## config.mk

```make
export PLATFORM = sky130hd
export DESIGN_NAME = rgb_led_pwm
export DESIGN_NICKNAME = d
export VERILOG_FILES = /design/src/rtl/rgb_led_pwm.sv
export SDC_FILE = /design/constraint.sdc
export NUM_CORES = 1
export LEC_CHECK = 0
export CORE_ASPECT_RATIO = 1.5
export CORE_MARGIN = 1
export CORE_UTILIZATION = 39
export CTS_BUF_LIST = sky130_fd_sc_hd__clkbuf_4
export DETAILED_ROUTE_END_ITERATION = 7
export GPL_ROUTABILITY_DRIVEN = 0
export HOLD_SLACK_MARGIN = 0.08
export PLACE_DENSITY_LB_ADDON = 0.15
export REMOVE_ABC_BUFFERS = 1
export SYNTH_ARGS = -nofsm -noshare
export SYNTH_HDL_FRONTEND = slang
export SYNTH_SLANG_ARGS = --single-unit
```

## constraint.sdc

```tcl
create_clock -name clk -period 3.2 [get_ports clk]
set_input_delay 0.32 -clock clk [delete_from_list [all_inputs] [get_ports clk]]
set_output_delay 0.32 -clock clk [all_outputs]
set_load 0.02 [all_outputs]
```

## src/rtl/rgb_led_pwm.sv

```systemverilog
// rtl/rgb_led_pwm.sv - multi-channel RGB LED PWM driver with static, blink and breathe modes
// Red/green come from the SoC LED word; blue lights where both are set.
module rgb_led_pwm #(
   parameter int NCH     = 4,
   parameter int PWM_W   = 8,
   parameter int DIV     = 1000,
   parameter int BLINK_W = 6
) (
   input  logic               clk,
   input  logic               resetn,
   input  logic               en,
   input  logic [1:0]         mode,
   input  logic [PWM_W-1:0]   bright,
   input  logic [2*NCH-1:0]   src,
   output logic [NCH-1:0]     led_r,
   output logic [NCH-1:0]     led_g,
   output logic [NCH-1:0]     led_b,
   output logic               frame
);

   localparam int PRE_W = $clog2(DIV) + 1;
   localparam logic [PRE_W-1:0] DIV_M1  = PRE_W'(DIV - 1);
   localparam logic [PWM_W-1:0] PWM_MAX = '1;

   typedef enum logic {RAMP_DOWN = 1'b0, RAMP_UP = 1'b1} ramp_dir_t;

   logic [PRE_W-1:0]   pre;
   logic [PWM_W-1:0]   pwm_cnt;
   logic [PWM_W-1:0]   duty_q;
   logic [PWM_W-1:0]   duty_nxt;
   logic [BLINK_W-1:0] frame_cnt;
   logic               blink_ph;
   logic [PWM_W-1:0]   ramp;
   ramp_dir_t          dir;
   logic [2*NCH-1:0]   src_q;
   logic [NCH-1:0]     src_r;
   logic [NCH-1:0]     src_g;
   logic               tick;
   logic               wrap;
   logic               on;

   for (genvar i = 0; i < NCH; i++) begin : g_split
      assign src_r[i] = src_q[2*i];
      assign src_g[i] = src_q[2*i+1];
   end

   assign tick = en && (pre == DIV_M1);
   assign wrap = tick && (pwm_cnt == PWM_MAX);
   assign on   = (pwm_cnt < duty_q);

   always_comb begin
      duty_nxt = '0;
      case (mode)
         2'd0:    duty_nxt = bright;
         2'd1:    duty_nxt = blink_ph ? bright : '0;
         2'd2:    duty_nxt = ramp;
         default: duty_nxt = '0;
      endcase
   end

   always_ff @(posedge clk or negedge resetn) begin
      if (!resetn) begin
         pre       <= '0;
         pwm_cnt   <= '0;
         duty_q    <= '0;
         frame_cnt <= '0;
         blink_ph  <= 1'b0;
         ramp      <= '0;
         dir       <= RAMP_UP;
         src_q     <= '0;
         led_r     <= '0;
         led_g     <= '0;
         led_b     <= '0;
         frame     <= 1'b0;
      end else begin
         src_q <= src;
         frame <= wrap;
         if (en) begin
            pre <= tick ? '0 : pre + PRE_W'(1);
            if (tick)
               pwm_cnt <= pwm_cnt + PWM_W'(1);
            // Duty and the effect counters only move at the period boundary
            if (wrap) begin
               duty_q    <= duty_nxt;
               frame_cnt <= frame_cnt + BLINK_W'(1);
               if (frame_cnt == '1)
                  blink_ph <= ~blink_ph;
               if (dir == RAMP_UP) begin
                  if (ramp == PWM_MAX) begin
                     dir  <= RAMP_DOWN;
                     ramp <= ramp - PWM_W'(1);
                  end else begin
                     ramp <= ramp + PWM_W'(1);
                  end
               end else begin
                  if (ramp == '0) begin
                     dir  <= RAMP_UP;
                     ramp <= ramp + PWM_W'(1);
                  end else begin
                     ramp <= ramp - PWM_W'(1);
                  end
               end
            end
            led_r <= src_r & {NCH{on}};
            led_g <= src_g & {NCH{on}};
            led_b <= src_r & src_g & {NCH{on}};
         end else begin
            led_r <= '0;
            led_g <= '0;
            led_b <= '0;
         end
      end
   end

endmodule

```

* Word level (Yosys, flattened, before mapping)
Index checks and enable logic that the tools add are counted.
** Storage, ports and cells
- Flip-flop bits (word level) :: 64
- Bits in latches :: 0
- Memory bits (writable) :: 0
- Bits in read-only memories :: 0
- Input port bits :: 21
- Word-level logic and storage cells :: 48
- Memories :: 0
** Cells by class
- Add/subtract/negate cells :: 5
- $mul :: 0
- Div/mod/pow operators :: 0
- $lt $le $gt $ge :: 1
- Eq/ne operators :: 6
- Shifts and indexed selects :: 0
- Mux-type cells :: 12
- Bitwise gates (word level) :: 5
- Reductions and logical operators :: 7
** Operator list (number)
- $mux 8 :: 4
- $pmux 8 s3 :: 1
- $add 8x1->8 const B :: 2
- $and 4x4->4 :: 4
- $eq 8x8->1 const B :: 2
- $mux 4 :: 3
- $add 11x1->11 const B :: 1
- $eq 11x10->1 const B :: 1
- $mux 11 :: 1
- $logic_not 8->1 :: 1
- $lt 8x8->1 :: 1
- $sub 8x1->8 const B :: 1
- $add 6x1->6 const B :: 1
- $eq 6x6->1 const B :: 1
- $reduce_and 2->1 :: 2
- $mux 1 :: 3
- $reduce_and 3->1 :: 1
- $eq 2x1->1 const B :: 1
- $eq 2x2->1 const B :: 1
- $logic_and 1x1->1 :: 2
- $logic_not 2->1 :: 1
- $not 1->1 :: 1

* Logic depth before layout (Yosys ltp)
Gate-level depths: netlist of the first run.
- Depth in word-level cells :: 4
- Mapped depth :: 8
- Depth with buffers taken out :: 8

* Worst setup path before layout of the first run
OpenSTA, ideal clock, no wires.
- Path type :: reg-to-reg
- Start :: reg pre[3]
- End :: reg duty_q[2]
- Setup time :: 0.133 ns
- Arrival :: 1.732 ns
- Setup slack :: 1.335 ns
- Stages on the path, launching flop included :: 7
- Buffers on the path :: 1
- Clock period less this slack :: 1.865 ns
- Path through :: dfrtp_1 > or4b_4 > nor4_4 > nand2_4 > clkbuf_1 > a211oi_1 > a21oi_1
** On the way
- Longest elaborated chain between the ends :: 4
** Ends and longest elaborated chain
- start, declared :: line 27 : logic [PRE_W-1:0] pre;
- start signal, assigned :: line 79 : pre <= tick ? '0 : pre + PRE_W'(1);
- $eq 11x10->1 :: line 47 : assign tick = en && (pre == DIV_M1);
- $logic_and 1x1->1 :: line 47
- $logic_and 1x1->1 :: line 48 : assign wrap = tick && (pwm_cnt == PWM_MAX);
- $reduce_and 2->1 (no source line)
- end signal, assigned :: line 84 : duty_q <= duty_nxt;
- end, declared :: line 29 : logic [PWM_W-1:0] duty_q;
No other way between the ends.
A chain may end at the register's enable or synchronous reset.

* Worst setup path after layout of the first run
- Start :: reg ramp[0]
- End :: reg ramp[5]
** On the way
- Longest elaborated chain between the ends :: 3
- Elaborated cells on any way between the ends :: 7
** Ends and longest elaborated chain
- start, declared :: line 33 : logic [PWM_W-1:0] ramp;
- start signal, assigned :: line 91 : ramp <= ramp - PWM_W'(1);
- start signal, assigned :: line 93 : ramp <= ramp + PWM_W'(1);
- start signal, assigned :: line 98 : ramp <= ramp + PWM_W'(1);
- $sub 8x1->8 (tied with other cells) :: line 91, 100
- $mux 8 (on tied branches) :: line 96, 89
- $mux 8 * :: line 88 : if (dir == RAMP_UP) begin
Mark *: on every way between the ends. The rest lies on a longest branch, timed or not.

==> results of run 1 <==
synth_stat cells (2+ instances only):
library cell   n
nor4b_1        4
nand2b_1       2
dfrtp_1       63
a31oi_1        2
xnor2_1       15
nor3_1         9
a211oi_1       7
o21ai_0        7
mux2i_1        9
mux2_2         2
nor4_1         2
nand4_1       13
buf_6          2
and3_1         4
inv_1         11
nor2_1        26
nand3_1        4
nor2b_1        3
ha_1          13
nand2_1       35
o22ai_1        2
xor2_1        12
a21o_1         2
clkbuf_1       8
a21oi_1       15
worst max-delay path: stages (launching register included):
cell and delay [ns]:
dfrtp_1 0.46, inv_1 0.19, ha_1 0.17, nor2b_1 0.20
a31oi_1 0.21, nor2_2 0.40, nand4_1 0.17, a21oi_1 0.24
xor2_1 0.17
power by group through the flow:
stage,Clock [mW],Combinational [mW],Sequential (mW)
floorplan,0,0.0849,0.924
global placement,0,0.170,0.922
detailed placement,0,0.172,0.923
CTS,0.643,0.173,0.907
global route,0.674,0.194,0.917
finish,0.622,0.170,0.907
area by class of cell:
class	instances	area, um2	area share
Clock inverter	7	96.3	0.0265
Timing Repair Buffer	37	355	0.0978
Sequential cell	64	1600	0.441
Multi-Input combinational cell	202	1340	0.368
Clock buffer	9	67.6	0.0186
Tap cell	102	128	0.0351
Inverter	12	45.0	0.0124
metrics by stage:
stage	hold WS, ns	cells	area (um2)	util	power [mW]
finish	0.0922	433	3630	0.477	1.70
detailed placement	0.461	417	3470	0.456	1.09
CTS	0.106	433	3630	0.477	1.72
global route	0.171	433	3630	0.477	1.79
global placement	0.459	417	3470	0.456	1.09
floorplan	0.0244	278	2990	-	1.01
routing by layer:
metal,wire length (um),track usage,up-vias,part of all wire
met5,0,0,-,0
met4,169,0.113,0,0.029
met3,186,0.0300,12,0.032
met2,2960,0.273,40,0.51
met1,2510,0.191,1046,0.43
li1,-,-,1078,-
sequential cells by signal (all words and copies together), names as in the netlist, 4 cells and up:
name	count
duty_q	8
frame_cnt	6
led_b	4
led_g	4
led_r	4
pre	11
pwm_cnt	8
ramp	8
src_q	8
cells by family after synthesis:
group / Yosys count / share of synthesized area
buf+inv: 24 / 0.0349
xor+xnor: 27 / 0.0776
fa+ha+maj: 13 / 0.0534
mux: 11 / 0.0370
compound gates: 40 / 0.0793
simple gates: 111 / 0.192
flops: 64 / 0.526
worst min-delay path by stage:
| stage | to | cells past startpoint | slack (ns) |
|---|---|---|---|
| 2_1_floorplan | blink_ph | 0 | 0.02 |
| 3_3_place_gp | frame_cnt[5] | 1 | 0.46 |
| 3_5_place_dp | frame_cnt[5] | 1 | 0.46 |
| 4_1_cts | pre[9] | 1 | 0.11 |
| 5_1_grt | pre[9] | 1 | 0.17 |
| 6_report | pre[9] | 1 | 0.09 |
==> impl_results.md, run 1 <==
* WS Path Type: flop to flop
* H-tree levels at 3
* # DRC at 0
* GRT Resource Usage Total at 0.165
* Root buffer cell: clkbuf_4
* Fmax at 440 MHz
* DP HPWL at 4170 um
* Final period util at 0.710
* Psw at between 0.4 and 0.5 mW
* Clk_skew at 0.0125 ns
* Clock Power Share at 0.366
* Largest net degree at the start of global routing at 50
* Yosys reg bits at 64
* Comb pwr share at 0.100
* Worst EP arrival at 2.62 ns
* Die area at 0.00818 mm2
* HP Class: primary input to async pin
* Commonest non-fill, non-tap cell in the layout: dfrtp_1
* Initial DRC Count at 58
* Row cnt at 39
* Post-CTS Repair Setup Buffers at 0
* First-pass GRT wire length at 9910 um
* Max-slew violations at 0
* Yosys warning total at 0
* Net Sw Frac at 0.257
* Commonest non-fill, non-tap cells in the layout: dfrtp_1 (63), nand2_1 (35), clkdlybuf4s50_1 (32), nor2_1 (26)
* Maxcap violations at 0
* Cell Area, Synth at 0.00305 mm2
* Final ANT Viol Nets at 0
* Post-synthesis sequential area ratio at 0.526
* Number of synthesized flops with an enable pin at 0
* DR WL/cell at 13.5 um
* I/O pin cnt at 34
* Max clock buf depth at 2
* Post-synth top area share at 0.517
* Vias at 2176
* Die width at approximately 74 um
* Cells after Synth at 290
* Worst R2R Setup Slack at 0.93 ns
* Clock Sinks at 64
* Status: complete, no violations
* Initial Util at 0.400
* Vert. Die Dim at 110 um
* Vias/cell at 5.03
* Fillers at between 700 and 800
* DRT Wirelength at between 5000 and 6000 um
* Cell taking the most area after synthesis: dfrtp_1
* WP data required at ~3.6 ns
* DP Worst Slack at 0.862 ns
* Setup_tns at 0 ns
* Avg Synthesized Cell Area at 10.5 um2
* Internal Pwr Total at between 1 and 1.5 mW
* Rel. slew slack at 0.301
* Critical Path Fanout Max at 8
* Ranking of synthesized cells by area: dfrtp_1 (52%), ha_1 (5.3%), nand2_1 (4.3%), xnor2_1 (4.3%), xor2_1 (3.4%)
* Core area at ~0.0076 mm2
* Final Hold Viols at 0
* Beginning of the critical path: ramp[0]
* Unrepaired setup endpoints after global routing: no
* Cell area power density at 468 mW/mm2
* Vias in the first global route at 2178
* Reg clk slew, reported paths at 0.12 ns
* Startpoint types: flop
* Final nets at 360
* Slew @ Worst Pin at 1.05 ns
* CTS tree: built
* Seq pwr share at 0.534
* Share of layout cells above drive strength 1 at 0.0906
* Leak at roughly 1.7 nW
* FF-to-FF path depth at 8
* Ant. Diodes at 0
* R2R Path End: ramp[5]
* Post-cts sizing count at 0
* Clk_lat worst skew at slightly above 0.4 ns
* Post-CTS Hold Fix Bufs at 0
* Final setup fails at 0
* CP Capture Point: ramp[5]
* Minimum clock period at around 2.3 ns
* Reg-to-Reg Start: ramp[0]
* CTS Buf Count at 9
* CP endpoint kind: flop
* Asr flop ratio synth at 1.00
* Initial antenna violation count at 0
* VDD IR max at 0.179 mV
* Cell variety after synth at 43
* Area growth syn-to-layout at 19.2%
* Synth Flop Type: dfrtp_1
* Final worst-path setup slack at 0.927 ns
* Port Buf Inserts at 33
* TritonRoute pass-1 iters at 4
* Total gr overflow at 0
(Power assumes the default switching activity.)
==> run 2: changes to the inputs <==
==> constraint.sdc (replaced) <==
create_clock -name clk -period 2.1 [get_ports clk]
set_input_delay 0.21 -clock clk [delete_from_list [all_inputs] [get_ports clk]]
set_output_delay 0.21 -clock clk [all_outputs]
set_load 0.02 [all_outputs]
==> impl_results.md, run 2 (synthesis results as in run 1) <==
* DP Cell Count at 435 (+4.3%)
* Commonest non-fill, non-tap cells in the layout: dfrtp_1 (63), nand2_1 (35), clkdlybuf4s50_1 (32), nor2_1 (26), buf_4 (19)
* DR WL/cell at 13.5 um (about the same)
* Maxcap violations at 0 (unchanged)
* DRT Wirelength at 6090 um (+4.4%)
* Ant. Diodes at 0 (unchanged)
* Fmax at 507 MHz (+15%)
* Startpoint types: flop
* Vias at 2281 (+4.8%)
* CP endpoint kind: flop
* Port Buf Inserts at 33 (unchanged)
* # DRC at 0 (unchanged)
* Critical Path Fanout Max at 25 (+17)
* Total gr overflow at 0 (unchanged)
* Max-slew violations at 0 (unchanged)
* Worst R2R Setup Slack at 0.13 ns (-0.80 ns)
* Post-DP Area at 0.00363 mm2 (+4.6%)
* Unrepaired setup endpoints after global routing: yes
* Vias in the first global route at 2259 (+3.7%)
* Row cnt at 39 (unchanged)
* Commonest non-fill, non-tap cell in the layout: dfrtp_1
* CTS Buf Count at 9 (unchanged)
* Final nets at 379 (+5.3%)
* Initial antenna violation count at 0 (unchanged)
* FF-to-FF path depth at 6 (-2)
* Vias/cell at 5.05 (+0.42%)
* Final Hold Viols at 0 (unchanged)
* Final Non-Filler Cells at 452 (+4.4%)
* Area growth syn-to-layout at 26.0%
* CTS tree: built
* Initial Util at 0.400 (unchanged)
* Biggest register: pre
* Slew @ Worst Pin at 0.448 ns (-0.600 ns)
* Final setup fails at 0 (unchanged)
* DP HPWL at 4350 um (+4.3%)
* Clk_lat worst skew at 0.42 ns (about the same)
* CP Capture Point: ramp[5]
* Die area at 0.00818 mm2 (unchanged)
* Clk_skew at 0.0120 ns (-0.000549 ns)
* HP Class: primary input to flop
* WS Path Type: flop to flop
* TritonRoute pass-1 iters at 4 (unchanged)
* H-tree levels at 3 (unchanged)
* Largest net degree at the start of global routing at 65 (+30%)
* Fillers at 726 (-3.5%)
* Rel. slew slack at 0.701 (+0.400)
* Final ANT Viol Nets at 0 (unchanged)
* First-pass GRT wire length at 10200 um (+3.2%)
* Root buffer cell: clkbuf_4
* Cell area power density at 712 mW/mm2 (+52%)
* Max clock buf depth at 2 (unchanged)
* Clock Sinks at 64 (unchanged)
* Core area at 0.00761 mm2 (unchanged)
* Reg clk slew, reported paths at 0.12 ns (about the same)
* Status: complete, no violations
* Largest register FFs at 11 (unchanged)
* Initial DRC Count at 134 (+130%)
* Reg-to-Reg Start: pre[3]
* WP data required at 2.45 ns (-1.10 ns)
* Die width at 74.2 um (unchanged)
* Final period util at 0.940 (+0.229)
* Worst EP arrival at 2.32 ns (-0.30 ns)
* Hold_ws at 0.219 ns (+0.127 ns)
* Worst hold start: src[5]
* VDD IR max at 0.364 mV (+100%)
* I/O pin cnt at 34 (unchanged)
* Minimum clock period at 1.97 ns (-0.300 ns)
* Leak at 1.82 nW (+7.1%)
* R2R Path End: ramp[5]
* Beginning of the critical path: pre[3]
* Share of layout cells above drive strength 1 at 0.140 (+0.0494)
* GRT Resource Usage Total at 0.170 (+0.00482)
* Final instance area at 0.00384 mm2 (+5.6%)
* Vert. Die Dim at 110 um (unchanged)
run 2: stage by stage:
stage | util | setup slack [ns] | power [mW] | setup TNS, ns
2_1_floorplan | - | -0.296 | 1.54 | -1.62
3_3_place_gp | 0.477 | 0.142 | 1.67 | 0
3_5_place_dp | 0.477 | 0.0988 | 1.68 | 0
4_1_cts | 0.503 | 0.0913 | 2.77 | 0
5_1_grt | 0.504 | -0.00772 | 2.87 | -0.0108
6_report | 0.504 | 0.126 | 2.73 | 0
run 2: worst min path at each step:
stage,end,slack (ns),cells past startpoint
2_1_floorplan,blink_ph,-0.09,0
3_3_place_gp,pre[9],0.25,2
3_5_place_dp,pre[9],0.25,2
4_1_cts,src_q[5],0.19,1
5_1_grt,src_q[4],0.19,1
6_report,src_q[5],0.22,1
run 2: report_power, final:
group	internal, mW	switching (mW)	leakage, nW	total [mW]
clock network	0.604	0.480	0.0961	1.08
registers	1.31	0.0728	0.804	1.38
logic	0.136	0.129	0.925	0.265
total	2.05	0.682	1.82	2.73
run 2: layout make-up:
type / instances / area, um2 / share of cell area
Clock buffer: 9 / 67.6 / 0.0176
Clock inverter: 7 / 120 / 0.0313
Inverter: 12 / 47.5 / 0.0124
Multi-Input combinational cell: 202 / 1340 / 0.350
Sequential cell: 64 / 1600 / 0.418
Tap cell: 102 / 128 / 0.0333
Timing Repair Buffer: 56 / 529 / 0.138
run 2: what timing repair did:
action,in CTS,in global routing
resized for setup,0,3
setup endpoints to repair,0,4
hold endpoints to repair,64,0
setup buffers,0,0
hold buffers,1,0
run 2: critical path, stage by stage, from the launching register on:
cell and delay, ns:
dfrtp_1 0.43, or4b_4 0.57, nor4_4 0.28, nand2_4 0.10, buf_6 0.19, a21oi_1 0.16, xor2_1 0.16
run 2: routing by layer:
layer  vias to the layer above  share of wire  track usage
li1                       1117              -            -
met1                      1104           0.43        0.191
met2                        45           0.50        0.285
met3                        15          0.034       0.0355
met4                         0          0.034        0.113
met5                         -              0            0
==> RTL edit (config.mk and constraints of run 1) <==
Change the parameter `PWM_W` from 8 to 6.
--- a/src/rtl/rgb_led_pwm.sv
+++ b/src/rtl/rgb_led_pwm.sv
@@ -2,7 +2,7 @@
 // Red/green come from the SoC LED word; blue lights where both are set.
 module rgb_led_pwm #(
    parameter int NCH     = 4,
-   parameter int PWM_W   = 8,
+   parameter int PWM_W   = 6,
    parameter int DIV     = 1000,
    parameter int BLINK_W = 6
 ) (
Interface: changed (resized bright); port bits go from 34 to 32. The function was not compared with the original's and may differ.
==> RTL edit against run 1 <==
  * Final cell count fell by 17%
  * Synthesized area decreased by 14%
  * Largest power group unchanged
  * Final area is 13% lower
  * Largest cell class unchanged
  * Worst setup slack improved by 0.071 ns
  * Synthesized cell count shrank 17%
  * Count of clock-buffer cells in the layout grew 1
  * Via count is 16% lower
  * Sequential cell count is 6 lower
  * Routed wire length fell by 20%
  * Total power is 12% lower
==> RTL edit: results (changes against run 1) <==
| Metric | Value |
|---|---|
| IO buf count | 31 (-6.1%) |
| Share of cells above drive strength 1 | 10.2% (+1.1 points) |
| Register area | 0.00145 sq mm (-9.4%) |
| Initial DRC count | 81 (+40%) |
| Via Count | 1837 (-16%) |
| Clock latency on the worst-skew pair | 0.39 ns (-0.02 ns) |
| Ys Warns | 0 (unchanged) |
| Relative slew slack | 40.8% (+11 points) |
| Global-route wire length before repair | 8150 um (-18%) |
| Met3 WL post-DR | 163 um (-12%) |
| Max Clock Skew | 0.00632 ns (-0.00621 ns) |
| Sequential share of the synthesized area | 55.3% (+2.7 points) |
| Routing usage on met2 | 24.0% (-3.2 points) |
| Largest net degree at the start of global routing | 35 (-30%) |
| Hold-fix buffers at CTS | 1 (+1) |
| Run status | finished clean |
| Seq_cells | 58 (-9.4%) |
| Largest fanout on the critical path | 21 (+13) |
| Worst min path class | primary input to flop |
| Drt total wl | 4660 um (-20%) |
| CP peak stage delay | 0.41 ns (-0.05 ns) |
| Hpwl dp | 3320 um (-20%) |
| NumNets Final | 310 (-14%) |
| Peak VDD IR | 0.207 mV (+16%) |
| Post-synth top cells | dfrtp_1, nand2_1, nor2_1, a21oi_1, xnor2_1 |
| Met3 Resource Use GR | 4.50% (+1.5 points) |
| Post-synth ARST share | 100% (unchanged) |
| Clkbuf count | 10 (+1) |
| DR WL met2 | 2310 um (-22%) |
| Worst-path clk slew | 0.10 ns (-0.02 ns) |
| Bufs w/o clock | 36 (-2.7%) |
| Clock Network Area Fraction | 4.20% (-0.31 points) |
| LEAKAGE | 1.47 nW (-14%) |
| Post-Route M1 WL | 2080 um (-17%) |
| Fillers | 631 (-16%) |
| Multi-input gates | 164 (-19%) |
| Fraction of area in multi-input gates | 34.5% (-2.4 points) |
==> RTL edit: cell types whose count changed after synthesis, sizes merged, moves of 7 or more <==
| cell | run 1 | this run |
|---|---|---|
| nor2 | 27 | 18 |
| nand2 | 36 | 19 |
| mux2i | 9 | 0 |
| nor3 | 10 | 3 |
| and2 | 0 | 9 |
==> RTL edit: through the flow <==
stage,worst slack [ns],instances,cell area [sq um],power (mW),util (%)
after floorplan,0.416,233,2580,0.928,-
after global placement,0.759,344,3010,1.01,46.4
after detailed placement,0.739,344,3010,1.01,46.4
after CTS,0.970,361,3150,1.53,48.6
after global routing,0.731,361,3150,1.57,48.6
final,0.997,361,3150,1.50,48.6
==> RTL edit: worst paths after layout <==
kind	start	end	slack, ns	depth (start not counted)
max in group asynchronous	resetn	dir$_DFFE_PN1P_	1.99	3
hold / removal	src[6]	src_q[6]$_DFF_PN0_	0.36	1
setup reg to reg	pre[0]$_DFFE_PN0P_	blink_ph$_DFFE_PN0P_	1.0	9
setup / recovery	pre[0]$_DFFE_PN0P_	blink_ph$_DFFE_PN0P_	1.0	9
min in group asynchronous	resetn	pwm_cnt[1]$_DFFE_PN0P_	0.51	2
hold reg to reg	pre[10]$_DFFE_PN0P_	pre[10]$_DFFE_PN0P_	0.46	1
==> RTL edit: cells by family after synthesis <==
| family | after synthesis | synth area share, % |
|---|---|---|
| buffers and inverters | 20 | 3.33 |
| AOI/OAI and AO/OA | 41 | 10.0 |
| DFF | 58 | 55.3 |
| xor gates and xnor gates | 21 | 7.00 |
| adders and majority gates | 11 | 5.24 |
| and+or+nand+nor | 88 | 17.8 |
| muxes | 3 | 1.29 |
==> RTL edit: power breakdown <==
group / switching, mW / internal [mW]
Combinational: 0.0759 / 0.0837
Sequential: 0.0476 / 0.783
Clock: 0.266 / 0.242
Total: 0.389 / 1.11
